**config.mk**
```make
export PLATFORM = sky130hd
export DESIGN_NAME = irq_conditioner_flat
export DESIGN_NICKNAME = d
export VERILOG_FILES = /design/src/rtl/irq_conditioner_if.sv /design/src/rtl/irq_conditioner.sv /design/src/flat_wrapper.sv
export SDC_FILE = /design/constraint.sdc
export NUM_CORES = 1
export LEC_CHECK = 0
export CAP_MARGIN = 15
export CELL_PAD_IN_SITES_DETAIL_PLACEMENT = 0
export CELL_PAD_IN_SITES_GLOBAL_PLACEMENT = 2
export CORE_ASPECT_RATIO = 1.2
export CORE_MARGIN = 4
export CORE_UTILIZATION = 23
export DETAILED_ROUTE_END_ITERATION = 8
export GPL_ROUTABILITY_DRIVEN = 0
export PLACE_DENSITY_LB_ADDON = 0.1
export SYNTH_ARGS = -nofsm -noshare
export SYNTH_HDL_FRONTEND = slang
export SYNTH_SLANG_ARGS = --single-unit
```
**constraint.sdc**
```tcl
create_clock -name clk -period 1.2 [get_ports clk]
set_input_delay 0.18 -clock clk [delete_from_list [all_inputs] [get_ports clk]]
set_output_delay 0.18 -clock clk [all_outputs]
set_load 0.02 [all_outputs]
```
**src/rtl/irq_conditioner_if.sv**
```systemverilog
`default_nettype none
// ============================================================================
// Module : irq_conditioner_if
// Brief  : Button-in / pause-out signal bundle for irq_conditioner.
// Rev    : 1.0  initial release
// ============================================================================
interface irq_conditioner_if;
    logic       btn_raw;
    logic       irq_ack;
    logic       pause;
    logic       btn_level;
    logic [7:0] irq_count;

    // Board/core side: drives the button and acknowledge, observes the request.
    modport master (
        output btn_raw,
        output irq_ack,
        input  pause,
        input  btn_level,
        input  irq_count
    );

    // Conditioner side.
    modport slave (
        input  btn_raw,
        input  irq_ack,
        output pause,
        output btn_level,
        output irq_count
    );
endinterface
`default_nettype wire

```
**src/rtl/irq_conditioner.sv**
```systemverilog
`default_nettype none
// ============================================================================
// Module : irq_conditioner
// Brief  : Synchronise, debounce and latch the interrupt button into a
//          single pause request. Optional press counter: IRQ_COND_COUNT_EN.
// Rev    : 1.0  initial release
// ============================================================================
module irq_conditioner #(
    parameter int SYNC_STAGES     = 2,
    parameter int DEBOUNCE_CYCLES = 16
) (
    input  wire logic         clk,
    input  wire logic         reset,
    irq_conditioner_if.slave  bus
);

    localparam int CNT_W = (DEBOUNCE_CYCLES > 1) ? $clog2(DEBOUNCE_CYCLES) : 1;
    localparam logic [CNT_W-1:0] c_CNT_MAX = CNT_W'(DEBOUNCE_CYCLES - 1);

    typedef enum logic [1:0] {
        ST_LOW     = 2'd0,
        ST_RISING  = 2'd1,
        ST_HIGH    = 2'd2,
        ST_FALLING = 2'd3
    } state_t;

    logic [SYNC_STAGES-1:0] r_sync;
    state_t                 r_state;
    logic [CNT_W-1:0]       r_cnt;
    logic                   r_level;
    logic                   r_pending;
    logic                   w_sync;
    logic                   w_accept;

    assign w_sync   = r_sync[SYNC_STAGES-1];
    assign w_accept = (r_state == ST_RISING) && w_sync && (r_cnt == c_CNT_MAX);

    always_ff @(posedge clk) begin
        if (reset) begin
            r_sync <= '0;
        end else begin
            r_sync <= {r_sync[SYNC_STAGES-2:0], bus.btn_raw};
        end
    end

    // Debounce FSM; btn_level is updated on the same edges as the state so it
    // stays a plain register with no decode path to the output.
    always_ff @(posedge clk) begin
        if (reset) begin
            r_state <= ST_LOW;
            r_cnt   <= '0;
            r_level <= 1'b0;
        end else begin
            case (r_state)
                ST_LOW: begin
                    if (w_sync) begin
                        r_state <= ST_RISING;
                        r_cnt   <= '0;
                    end
                end
                ST_RISING: begin
                    if (!w_sync) begin
                        r_state <= ST_LOW;
                    end else if (r_cnt == c_CNT_MAX) begin
                        r_state <= ST_HIGH;
                        r_level <= 1'b1;
                    end else begin
                        r_cnt <= r_cnt + 1'b1;
                    end
                end
                ST_HIGH: begin
                    if (!w_sync) begin
                        r_state <= ST_FALLING;
                        r_cnt   <= '0;
                    end
                end
                ST_FALLING: begin
                    if (w_sync) begin
                        r_state <= ST_HIGH;
                    end else if (r_cnt == c_CNT_MAX) begin
                        r_state <= ST_LOW;
                        r_level <= 1'b0;
                    end else begin
                        r_cnt <= r_cnt + 1'b1;
                    end
                end
                default: begin
                    r_state <= ST_LOW;
                    r_cnt   <= '0;
                    r_level <= 1'b0;
                end
            endcase
        end
    end

    // A new press takes priority over a coincident acknowledge.
    always_ff @(posedge clk) begin
        if (reset) begin
            r_pending <= 1'b0;
        end else if (w_accept) begin
            r_pending <= 1'b1;
        end else if (bus.irq_ack) begin
            r_pending <= 1'b0;
        end
    end

    assign bus.pause     = r_pending;
    assign bus.btn_level = r_level;

`ifdef IRQ_COND_COUNT_EN
    logic [7:0] r_irq_count;

    always_ff @(posedge clk) begin
        if (reset) begin
            r_irq_count <= 8'h00;
        end else if (w_accept && (r_irq_count != 8'hFF)) begin
            r_irq_count <= r_irq_count + 8'd1;
        end
    end

    assign bus.irq_count = r_irq_count;
`else
    assign bus.irq_count = 8'h00;
`endif

endmodule
`default_nettype wire
```
**src/flat_wrapper.sv**
```systemverilog
// flat-port wrapper written by rule: the top's interface ports become plain ports
module irq_conditioner_flat 
#(
    parameter int SYNC_STAGES     = 2,
    parameter int DEBOUNCE_CYCLES = 16
)
  (clk, reset, bus_btn_raw, bus_irq_ack, bus_pause, bus_btn_level, bus_irq_count);
  irq_conditioner_if bus_i ();
  input  wire logic clk;
  input  wire logic reset;
  input wire logic [$bits(bus_i.btn_raw)-1:0] bus_btn_raw;
  input wire logic [$bits(bus_i.irq_ack)-1:0] bus_irq_ack;
  output wire logic [$bits(bus_i.pause)-1:0] bus_pause;
  output wire logic [$bits(bus_i.btn_level)-1:0] bus_btn_level;
  output wire logic [$bits(bus_i.irq_count)-1:0] bus_irq_count;
  assign bus_i.btn_raw = bus_btn_raw;
  assign bus_i.irq_ack = bus_irq_ack;
  assign bus_pause = bus_i.pause;
  assign bus_btn_level = bus_i.btn_level;
  assign bus_irq_count = bus_i.irq_count;
  irq_conditioner #(.SYNC_STAGES(SYNC_STAGES), .DEBOUNCE_CYCLES(DEBOUNCE_CYCLES)) u_core (.clk(clk), .reset(reset), .bus(bus_i));
endmodule
```
==> results of run 1 <==
power groups by stage:
stage	Combinational, mW	Clock [mW]	Sequential [mW]
finish	0.0681	0.215	0.347
global route	0.0744	0.249	0.348
CTS	0.0668	0.233	0.345
detailed placement	0.0691	0	0.353
global placement	0.0698	0	0.353
floorplan	0.0618	0	0.356
timing repair:
item	in CTS	in global routing
setup endpoints to repair	7	7
hold buffers	0	0
pin swaps	0	2
gates resized for setup	4	8
metrics by stage:
step / setup WS (ns) / setup TNS, ns / hold WS [ns] / util
after floorplan: 0.00969 / 0 / 0.308 / -
after global placement: -0.0473 / -0.0536 / 0.422 / 0.280
after detailed placement: -0.0392 / -0.0701 / 0.422 / 0.280
after CTS: 0.0377 / 0 / 0.436 / 0.291
after global routing: 0.0151 / 0 / 0.446 / 0.307
final: 0.0841 / 0 / 0.434 / 0.307
cells in the final DEF (no fill, tap or decap):
master	Yosys	final
xor2_4	0	1
buf_4	8	5
a31oi_1	2	2
nand4_1	3	3
nand3_1	1	1
a41oi_1	1	1
dfxtp_2	0	4
nand2b_1	1	1
and4_4	0	1
conb_1	1	8
a21oi_1	4	4
nand2_1	6	6
o21ai_1	0	1
dlygate4sd2_1	0	2
inv_1	1	1
nand4b_1	1	1
clkdlybuf4s50_1	0	3
a211oi_2	1	2
o21ai_0	3	2
nor3_1	2	2
clkbuf_4	0	3
dfxtp_1	10	6
ha_4	0	1
xnor2_2	0	1
nor2b_1	2	2
how the worst max path moves through the flow:
stage	start	end	depth (start not counted)
after detailed placement	u_core.r_cnt[1]	u_core.bus.btn_level	4
after floorplan	u_core.r_cnt[0]	u_core.r_cnt[3]	5
final	u_core.bus.btn_level	bus_btn_level	1
after global routing	u_core.r_cnt[0]	u_core.bus.pause	4
after CTS	u_core.r_cnt[1]	u_core.bus.pause	4
after global placement	u_core.r_cnt[1]	u_core.bus.pause	4
routing by layer:
layer	GRT usage	share of wire
met1	0.0764	0.45
met2	0.119	0.50
met3	0.0304	0.047
met4	0.0791	0.011
met5	0	0
flip-flops by register name, indices dropped and copies added, names as in the netlist, named ones only:
name                  count
u_core.bus.btn_level      1
u_core.bus.pause          1
u_core.r_cnt              4
u_core.r_state            1
u_core.r_sync             2
layout make-up:
cell class                 instances  area [sq um]  area share
clock buffer                       3          22.5      0.0358
inverter                           1          3.75     0.00596
multi-input combinational         40           275       0.437
sequential                        10           205       0.326
tap                               30          37.5      0.0596
timing repair buffer              10          85.1       0.135
kinds of logic after synthesis:
group           synth area share
compound gates             0.156
flops                      0.408
simple gates               0.189
xor+xnor                  0.0510
fa+ha+maj                 0.0255
buf+inv                    0.163
other cells              0.00765
==> results.tsv, run 1 <==
stage	metric	value	unit
timing	period_needed	1.12	ns
power	pwr-share-seq	0.551	
power	p_sw_frac	0.237	
timing	clock_skew	0.00363	ns
power	combPwrFrac	0.108	
die	initial_core_util	0.239	
routing	antenna_left	0	
cells_and_area	nets	71	
critical_path	arrival	0.94	ns
power	p_sw	149	uW
logic_synthesis	post_synth_num_cell_types	23	
critical_path	required	1.02	ns
global_route	overflow	0	
timing	rsz0062_at_grt	false	
status	status	finished, final reports clean	
routing	first_iter_violations	2	
logic_synthesis	yosys_register_bits	10	
clock_network	htree_levels	1	
die	num_rows	18	
placement	dp_hpwl	696	microns
min_path	min_from	u_core.r_sync[0]	
logic_synthesis	async_flop_share	0	
logic_synthesis	synth.most_common_cell	dfxtp_1	
critical_path	r2r_end	u_core.bus.pause	
min_path	hold_path_class	reg2reg	
critical_path	setup.worst_path.start_class	flip-flop	
routing	drt-pass1-iter-count	2	
min_path	hold_end	u_core.r_sync[1]	
power	total_power	630	uW
clock_network	clock_sinks	10	
power	intPower	481	uW
power	peakVddDrop	0.000446	V
die	num_io_pins	14	
job	maxCapViolations	0	
timing	finalSetupViolations	0	
critical_path	path_cells	dlygate4sd2_1	
clock_network	clock-root-buffer	clkbuf_4	
cells_and_area	fin_area	629	sq um
clock_network	path_clk_slew	0.06	ns
clock_network	cts-buffers-inserted	3	
routing	wire_per_inst	9.93	microns
logic_synthesis	synthCells	54	
clock_network	clockBufferDepth	2	
cells_and_area	drive_gt1_frac	0.281	
power	powerDensity	1000	nW/um^2
logic_synthesis	netlist_top_cells_area	dfxtp_1, buf_4, nand2_1	
critical_path	critPathCaptureType	output port	
critical_path	cp_top_family	flip-flops	
cells_and_area	fillers	218	
logic_synthesis	netlist_area	490	sq um
power	p_leak	0.226	nW
global_route	grt.total_usage	0.0772	
logic_synthesis	synth_edf_count	0	
logic_synthesis	yosysWarningCount	0	
logic_synthesis	synth_top_area_cell	dfxtp_1	
placement	placed_cells	91	
global_route	grt_start_max_net_pins	8	
clock_network	cts_tree	built	
timing	post-route-period-util	0.930	
critical_path	reg2reg_depth	4	
clock_network	clock_insertion_delay_worst_skew	0.25	ns
die	die_x	50.2	microns
cells_and_area	area_growth	28.3	%
min_path	worstHoldPathCells	1	
timing	max_freq	896	MHz
critical_path	worstSetupPathType	reg2out	
critical_path	rrSetupSlack	0.09	ns
die	die-area	2940	sq um
logic_synthesis	synth.avg_cell_area	9.08	sq um
cells_and_area	diodes	0	
routing	drc	0	
cells_and_area	instances_no_fill	94	
routing	routed_via_density	3.98	
placement	placed_cell_area	573	sq um
logic_synthesis	synth_top_area_frac	0.408	
timing	hold_violations	0	
critical_path	crit_slowest_cell	dfxtp_1	
die	core	2050	sq um
routing	via_count	374	
global_route	antenna_found_initial	0	
critical_path	slowest_delay	0.34	ns
critical_path	critPathMaxFanout	3	
clock_network	post_cts.repair.setup_buffers	0	
routing	routed_wl	933	microns
critical_path	r2r-start	u_core.r_cnt[0]	
placement	placement.io_buffers	5	
logic_synthesis	yosys_most_used_dff	dfxtp_1	
logic_synthesis	synthTopCellsByCount	dfxtp_1, buf_4, nand2_1	
critical_path	crit_buf_inv	1	
power	power_frac_clock	0.341	
global_route	grt_pass1_wl	1.62	mm
timing	slew_violations	0	
global_route	grt_pass1_vias	410	
die	die_h	58.6	microns
logic_synthesis	yosysSeqAreaShare	0.408	
Note: power is estimated with default switching activity, not from simulation.
==> inputs of run 2 (changes only) <==
- CTS_BUF_LIST: default -> sky130_fd_sc_hd__clkbuf_16
==> run 2 against run 1 <==
  * Combinational power down 2%
  * Critical path depth up 2
  * Core utilization up 1.5 points
  * Critical endpoint is now u_core.r_cnt[2]
  * Worst hold slack worse by 0.0049 ns
==> results.tsv, run 2 (same netlist as run 1, synthesis figures left out) <==
stage	metric	value	unit
status	status	finished, final reports clean	
critical_path	arrival	1.29	ns
clock_network	post_cts.repair.setup_buffers	0	
die	die_h	58.6	microns
placement	placement.io_buffers	5	
clock_network	cts-buffers-inserted	3	
global_route	grt_pass1_vias	406	
routing	drc	0	
timing	slew_violations	0	
die	num_rows	18	
clock_network	clock_sinks	10	
clock_network	cts_tree	built	
global_route	grt_pass1_wl	1.66	mm
placement	dp_hpwl	696	microns
timing	hold_violations	0	
placement	placed_cells	91	
clock_network	postCtsHoldBufs	0	
cells_and_area	regArea	201	sq um
routing	drt-pass1-iter-count	2	
critical_path	reg2reg_depth	3	
routing	routed_wl	992	microns
critical_path	critPathCaptureType	flip-flop	
die	num_io_pins	14	
timing	post-route-period-util	0.951	
clock_network	clock_insertion_delay_worst_skew	0.23	ns
cells_and_area	diodes	0	
cells_and_area	area_growth	34.4	%
cells_and_area	fin_area	659	sq um
timing	period_needed	1.14	ns
critical_path	path_cells	xor2_2, a21oi_1, a211oi_2	
cells_and_area	largest_reg_flops	4	
global_route	antenna_found_initial	0	
min_path	hold_path_class	reg2reg	
cells_and_area	drive_gt1_frac	0.219	
cells_and_area	instances_no_fill	94	
critical_path	crit_slowest_cell	dfxtp_1	
power	peakVddDrop	0.000648	V
die	initial_core_util	0.239	
routing	via_count	394	
timing	rsz0062_at_grt	true	
routing	first_iter_violations	1	
min_path	worstHoldPathCells	1	
timing	setup_tns	0	ns
critical_path	required	1.35	ns
routing	antenna_left	0	
cells_and_area	nets	71	
global_route	grt.total_usage	0.0798	
job	maxCapViolations	0	
timing	clock_skew	0.00375	ns
power	powerDensity	1490	nW/um^2
cells_and_area	regMostFlops	u_core.r_cnt	
critical_path	setup.worst_path.start_class	flip-flop	
clock_network	htree_levels	1	
global_route	grt_start_max_net_pins	8	
routing	routed_via_density	4.19	
die	die_x	50.2	microns
cells_and_area	reg_top3	u_core.r_cnt: 4 flops, u_core.r_sync: 2 flops	
clock_network	clock-root-buffer	clkbuf_16	
clock_network	clockBufferDepth	2	
cells_and_area	final_cell_mix	dfxtp_1, conb_1, nand2_1	
power	total_power	984	uW
timing	finalSetupViolations	0	
cells_and_area	final_core_util	0.322	
critical_path	critPathMaxFanout	5	
cells_and_area	mostFrequentLayoutCell	dfxtp_1	
die	core	2050	sq um
critical_path	rrSetupSlack	0.06	ns
critical_path	worstSetupPathType	reg2reg	
power	p_leak	0.244	nW
global_route	overflow	0	
clock_network	path_clk_slew	0.04	ns
cells_and_area	fillers	220	
placement	placed_cell_area	573	sq um
critical_path	slowest_delay	0.43	ns
routing	wire_per_inst	10.6	microns
timing	max_freq	876	MHz
die	die-area	2940	sq um
cells_and_area	multi_input_area	256	sq um
run 2: timing repair:
action / CTS / global route
pin swaps: 0 / 2
setup endpoints to repair: 6 / 6
gates resized for setup: 4 / 2
run 2: layout make-up:
type / instances / share of cell area
well taps: 30 / 0.0569
inverters: 1 / 0.00569
flip-flops and latches: 10 / 0.306
repair buffers: 10 / 0.129
multi-input cells: 40 / 0.389
clock buffers: 3 / 0.114
run 2: worst paths after layout:
kind	end	from
setup reg to reg	u_core.r_cnt[2]	u_core.r_sync[1]
hold / removal	u_core.r_sync[1]	u_core.r_sync[0]
setup / recovery	u_core.r_cnt[2]	u_core.r_sync[1]
hold reg to reg	u_core.r_sync[1]	u_core.r_sync[0]
run 2: critical path: cells and delay by family (launching register included):
kind           cells  cell delay [ns]
flip-flops         1             0.43
AO/OA/AOI/OAI      2             0.33
XOR/XNOR           1             0.30
run 2: power by group:
group	leakage [nW]	switching [mW]	internal, mW	total (mW)
Sequential	0.0817	0.00597	0.342	0.348
Combinational	0.125	0.0423	0.0245	0.0668
Clock	0.0370	0.139	0.431	0.569
Total	0.244	0.187	0.797	0.984
run 2: metrics by stage:
stage | hold slack [ns] | worst slack, ns
3_5_place_dp | 0.422 | -0.0392
4_1_cts | 0.431 | 0.0434
6_report | 0.429 | 0.0586
2_1_floorplan | 0.308 | 0.00969
5_1_grt | 0.449 | -0.0317
3_3_place_gp | 0.422 | -0.0473
run 2: layer usage:
metal	track usage	part of all wire	vias up
met1	0.0718	0.42	183
met3	0.0228	0.046	4
met5	0	0	-
met2	0.136	0.51	10
met4	0.0870	0.025	0
li1	-	-	197
